`src/rtl/sort4_seq.sv`:
```
// Four-sample sequential sorter: load four samples, sort them with one shared
// greater-than comparator over six fixed compare-and-swap steps, then stream them out.
module sort4_seq #(
  parameter int DW = 4
) (
  input  logic          clk,
  input  logic          reset,
  input  logic          in_valid,
  output logic          in_ready,
  input  logic [DW-1:0] in_data,
  output logic          out_valid,
  input  logic          out_ready,
  output logic [DW-1:0] out_data,
  output logic          busy,
  output logic [2:0]    swap_count
);

  typedef enum logic [1:0] {
    LOAD  = 2'd0,
    SORT  = 2'd1,
    DRAIN = 2'd2
  } state_t;

  state_t        state_q, state_d;
  logic [DW-1:0] r_q [4];
  logic [DW-1:0] r_d [4];
  logic [1:0]    wp_q, wp_d;
  logic [1:0]    rp_q, rp_d;
  logic [2:0]    step_q, step_d;
  logic [2:0]    swap_q, swap_d;

  logic [1:0]    lo_idx;
  logic [1:0]    hi_idx;
  logic [DW-1:0] cmp_a;
  logic [DW-1:0] cmp_b;
  logic          cmp_gt;

  // Bubble schedule (0,1),(1,2),(2,3),(0,1),(1,2),(0,1) as the lower index of each pair.
  always_comb begin
    lo_idx = 2'd0;
    case (step_q)
      3'd1, 3'd4: lo_idx = 2'd1;
      3'd2:       lo_idx = 2'd2;
      default:    lo_idx = 2'd0;
    endcase
  end

  assign hi_idx = lo_idx + 2'd1;
  assign cmp_a  = r_q[lo_idx];
  assign cmp_b  = r_q[hi_idx];
  assign cmp_gt = cmp_a > cmp_b;

  always_comb begin
    state_d = state_q;
    for (int i = 0; i < 4; i++) r_d[i] = r_q[i];
    wp_d   = wp_q;
    rp_d   = rp_q;
    step_d = step_q;
    swap_d = swap_q;
    case (state_q)
      LOAD: begin
        if (in_valid) begin
          r_d[wp_q] = in_data;
          wp_d      = wp_q + 2'd1;
          if (wp_q == 2'd0) swap_d = 3'd0;
          if (wp_q == 2'd3) begin
            state_d = SORT;
            step_d  = 3'd0;
            wp_d    = 2'd0;
          end
        end
      end
      SORT: begin
        // Strict compare keeps ties in place, so equal samples never swap.
        if (cmp_gt) begin
          r_d[lo_idx] = cmp_b;
          r_d[hi_idx] = cmp_a;
          swap_d      = swap_q + 3'd1;
        end
        if (step_q == 3'd5) begin
          state_d = DRAIN;
          step_d  = 3'd0;
          rp_d    = 2'd0;
        end else begin
          step_d = step_q + 3'd1;
        end
      end
      DRAIN: begin
        if (out_ready) begin
          rp_d = rp_q + 2'd1;
          if (rp_q == 2'd3) state_d = LOAD;
        end
      end
      default: state_d = LOAD;
    endcase
  end

  always_ff @(posedge clk or posedge reset) begin
    if (reset) begin
      state_q <= LOAD;
      for (int i = 0; i < 4; i++) r_q[i] <= '0;
      wp_q   <= 2'd0;
      rp_q   <= 2'd0;
      step_q <= 3'd0;
      swap_q <= 3'd0;
    end else begin
      state_q <= state_d;
      for (int i = 0; i < 4; i++) r_q[i] <= r_d[i];
      wp_q   <= wp_d;
      rp_q   <= rp_d;
      step_q <= step_d;
      swap_q <= swap_d;
    end
  end

  assign in_ready   = (state_q == LOAD);
  assign out_valid  = (state_q == DRAIN);
  assign busy       = (state_q != LOAD);
  assign out_data   = out_valid ? r_q[rp_q] : '0;
  assign swap_count = swap_q;

endmodule

```
`config.mk`:
```
export PLATFORM = sky130hd
export DESIGN_NAME = sort4_seq
export DESIGN_NICKNAME = d
export VERILOG_FILES = /design/src/rtl/sort4_seq.sv
export SDC_FILE = /design/constraint.sdc
export NUM_CORES = 1
export LEC_CHECK = 0
export BUFFER_PORTS_ARGS = -buffer_cell sky130_fd_sc_hd__buf_2
export CAP_MARGIN = 20
export CORE_MARGIN = 2
export CORE_UTILIZATION = 35
export DETAILED_ROUTE_END_ITERATION = 10
export GPL_TIMING_DRIVEN = 0
export SETUP_SLACK_MARGIN = 0.1
export SYNTH_ARGS = -nofsm -noshare
export SYNTH_HDL_FRONTEND = slang
export SYNTH_SLANG_ARGS = --single-unit
```
`constraint.sdc`:
```
create_clock -name clk -period 5.7 [get_ports clk]
set_clock_uncertainty 0.15 [all_clocks]
set_input_delay 0.57 -clock clk [delete_from_list [all_inputs] [get_ports clk]]
set_output_delay 0.57 -clock clk [all_outputs]
set_load 0.02 [all_outputs]
```
Word level (Yosys, flattened, before mapping):

Cells that the tools add are included.

* bits in registers: 28
* input port bits: 8
* output and inout bits: 10
* logic and storage cells: 97

* add/subtract/negate cells: 5
* order comparisons: 8
* eq/ne operators: 15
* muxes and demuxes: 41
* bitwise operators: 4
* reduce and logical (&&, ||, !) cells: 15

Operators with widths (count)
* 16-bit bitwise mux: 3
* 4-bit two-way mux: 10
* 16-bit two-way mux: 2
* 16-bit case mux with 2 select lines: 1
* 4-bit binary-select mux with 2-bit select: 3
* 4-bit demux with 2-bit select: 3
* 3-bit two-way mux: 6
* 2-bit two-way mux: 8
* 3-bit greater-or-equal comparator, second input constant: 4
* 2-bit inverter with 3-bit output: 4
* 3-bit case mux with 2 select lines: 2
* 3-bit by 1-bit < comparator with 1-bit output, second input constant: 3
* 3-bit AND reduction: 3
* 2-bit by 1-bit inequality test with 1-bit output, second input constant: 4
* 2-bit case mux with 2 select lines: 2
* 2-bit by 1-bit adder with 2-bit output, second input constant: 3
* 3-bit by 1-bit adder with 3-bit output, second input constant: 2
* 2-bit equality test, second input constant: 3
* 3-bit equality test, second input constant: 2
* 2-bit inequality test, second input constant: 3
* 2-bit case mux with 3 select lines: 1
* 2-bit nonzero test: 3
* 5-bit AND reduction: 1
* 4-bit greater-than comparator: 1
* 8 further kinds: 11

Longest topological paths before layout:

* depth after elaboration: 12
* gate-level depth with buffers: 17

Worst setup path before layout:

OpenSTA, ideal clock, no wires.

* path kind: reg2reg
* start point: register step_q[0]
* end point: register r_q[13] (netlist name)
* arrival: 3.850 ns
* data required time: 5.424 ns
* slack: 1.574 ns
* cell stages (with the launch flop): 17
* buffers on the path: 4
* cell sequence: dfrtp_1 > buf_6 > nor3b_2 > nor2_2 > buf_6 > ha_1 > buf_2 > nor4b_4 > mux2_1 > mux2_2 > ha_1 > and4b_1 > a211oi_1 > o31a_1 > clkbuf_1 > nor2_1 > o32a_1

* word-level cells in the longest chain between the ends: 12
* elaborated cells between the ends (all ways): 31

RTL lines
* start: declaration: RTL line 29 `logic [2:0] step_q, step_d;`
* start signal: assignment: RTL line 111 `step_q <= step_d;`
* 3-bit by 1-bit equality test with 1-bit output or 3-bit equality test (tied branches): RTL line 41 `case (step_q)`
* 2-bit OR reduction: RTL line 41
* 2-bit case mux with 2 select lines *: RTL line 41
* parallel branches: the longest is 9 deep, another holds 4-bit greater-than comparator
* end: declaration: RTL line 25 `logic [DW-1:0] r_q [4];`

Mark *: on every way between the ends. The select of a mux whose other input is x is not followed.
A chain may end at the register's enable or synchronous reset.

Worst setup path after layout:

* start point: register step_q[2]
* end point: register r_q[2] (netlist name)

Same word-level chain as after synthesis.

==> results.toml <==
[run_status]
outcome = "finished, final reports clean"

[final_layout]
layout.nets = 300
fin_util_pct = 39.9
final_cells = 356
area_delta_synth_final_pct = 11.9
drive_above_1_share_pct = 19.2
antenna_cells = 0

[critical_path]
crit_buf_inv = 3
r2r_start = "step_q[2]$_DFFE_PP0P_"
reg2reg_to = "r_q[2]$_DFFE_PP0P_"
crit_family = "simple AND/OR/NAND/NOR gates"
cp-end-kind = "flop"
required_ns = 5.72
critPathLaunchType = "flop"
max_stage_delay_ns = 0.55
crit_top_cell = "ha_1"
crit_arrival_ns = 4.89
cp_max_fo = 11
slowest_stage = "nor3_1"
crit_path_start = "step_q[2]$_DFFE_PP0P_"
crit_cells = 15
r2r_cells = 15
r2r_slack_ns = 0.83
crit_end = "r_q[2]$_DFFE_PP0P_"
crit_type = "reg -> reg"
crit_chain = "nor3b_2 > nor2_2 > buf_6 > ha_1 > buf_2 > nor4b_4 > nor4_1 > nor3_1 > ha_1 > and4b_1 > a211oi_1 > o31a_1 > clkbuf_1 > nor2_1 > o32a_1"

[cts]
cts_buffer_depth = 2
cts_sinks = 28
cts_made_buffers = 3
h-tree-depth = 1
clock_latency_ns = 0.29
clk_pin_slew_worst_paths_ns = 0.11
root_buffer = "clkbuf_8"
cts_setup_buffers = 0
post_cts_resized = 0
hold_buffers = 0
cts_tree = "built"

[global_routing]
grt_usage_pct = 18.1
grt_pass1_vias = 2067
grt_util_met3_pct = 1.52
top_usage_layer = "met2"
grt_start_max_net_pins = 17
use_met1_pct = 25.8
grt_util_met2_pct = 30.0
antenna_found_initial = 0
grt-ovfl-total = 0
grt_pass1_wl_um = 10600

[logic_synthesis]
yosysWarnings = 0
synth_top_area_share_pct = 29.3
yosysSeqAreaShare_pct = 29.3
netlist_instances = 254
ys_ff_latch = 28
post-synth-top-area-cell = "dfrtp_1"
ys_types = 48
synth_edf_count = 0
synthesis.area_mm2 = 0.00239
async_flop_share_pct = 100
synth_common_cells = "28 x dfrtp_1, 22 x nor2_1, 18 x o21ai_0"
synth_most_common_cell = "dfrtp_1"
syn_area_per_cell_um2 = 9.42
syn_nets = 277
ys.flop_type = "dfrtp_1"
synth.area.top_cells = "dfrtp_1 29%, ha_1 7.8%, mux2i_1 4.6%"

[die]
dieHeight_um = 86.7
start_util_pct = 35.6
dieWidth_um = 86.7
die-area_mm2 = 0.00752
coreArea_mm2 = 0.00672
pin_count = 18
row_count = 30

[flow_run]
maxCapViolations = 0

[sta]
setup_viol = 0
slew_headroom_pct = 49.0
final_hold_viol_count = 0
worstMarginPinSlew_ns = 0.757
hold-worst-slack_ns = 0.185
post-route-period-util_pct = 85.4
period_needed_ns = 4.87
slew_viol_final = 0
rsz0062_at_grt = "no"
fmax_mhz = 205
fin_setup_tns_ns = 0

[drt]
wl_um = 6460
post_drt_wl_per_cell_um = 18.1
final_antenna_net_count = 0
drt_pre_antenna_iters = 5
vias = 2101
via_per_inst = 5.90
route.detailed.drc = 0
drtIter0Drc = 141

[placed_design]
gp_congestion = 0.862
io_buffer_count = 17
place_inst = 352
place_hpwl_um = 5000

[worst_hold_path]
hold_path_class = "in -> async"
[cells in the final DEF, fill, tap and decap left out, drive strengths merged, types with 3 or more instances in the layout]
| master | instances |
|---|---|
| o22ai | 8 |
| buf | 25 |
| nor2b | 8 |
| nor4 | 3 |
| a31oi | 7 |
| inv | 10 |
| nand2b | 7 |
| clkbuf | 11 |
| nor3 | 4 |
| mux2 | 11 |
| nand2 | 17 |
| ha | 15 |
| a221oi | 6 |
| dfrtp | 28 |
| nor2 | 23 |
| a2bb2oi | 6 |
| mux4 | 4 |
| o31ai | 6 |
| and3 | 11 |
| mux2i | 13 |
| o21ai | 21 |
| o32a | 6 |
| a21oi | 5 |
[registers in the layout, summed over array words and instances (netlist names)]
| register | cells |
|---|---|
| r_q | 16 |
| step_q | 3 |
| swap_count | 3 |
| rp_q | 2 |
| state_q | 2 |
| wp_q | 2 |
[per-stage QoR]
stage	cell area, µm²	worst slack (ns)
finish	2680	0.832
global route	2680	0.457
CTS	2680	0.862
detailed placement	2610	0.898
global placement	2580	0.898
floorplan	2390	1.57
[area by class of cell]
cell class / count / area, µm²
Tap cell: 80 / 100
Fill cell: 662 / 4040
Sequential cell: 28 / 701
Clock inverter: 1 / 30.0
Multi-Input combinational cell: 201 / 1580
Buffer: 15 / 76.3
Clock buffer: 3 / 41.3
Inverter: 10 / 37.5
Timing Repair Buffer: 18 / 113
[layer usage]
layer | wire length, µm | vias to the layer above | share of wire, %
met5 | 0 | - | 0
met4 | 60 | 0 | 0.93
met3 | 265 | 5 | 4.1
met2 | 3080 | 59 | 48
met1 | 3050 | 1032 | 47
li1 | - | 1005 | -
[kinds of logic after synthesis]
family | share of synthesized area, %
DFF | 29.3
buffers and inverters | 4.76
xor gates and xnor gates | 0.732
AOI/OAI and AO/OA | 22.2
and+or+nand+nor | 19.4
muxes | 15.7
adders and majority gates | 7.84
[how the worst min path moves through the flow]
stage / to / slack, ns / depth (start not counted)
6_report: swap_count[2]$_DFFE_PP0P_ / 0.19 / 2
2_1_floorplan: r_q[1]$_DFFE_PP0P_ / 0.34 / 1
5_1_grt: swap_count[2]$_DFFE_PP0P_ / 0.22 / 2
3_3_place_gp: r_q[1]$_DFFE_PP0P_ / 0.38 / 1
3_5_place_dp: r_q[1]$_DFFE_PP0P_ / 0.37 / 1
4_1_cts: swap_count[2]$_DFFE_PP0P_ / 0.20 / 2
Power is not shown: default switching activity piles up to over one toggle a cycle in this logic, so the estimate is an artifact.
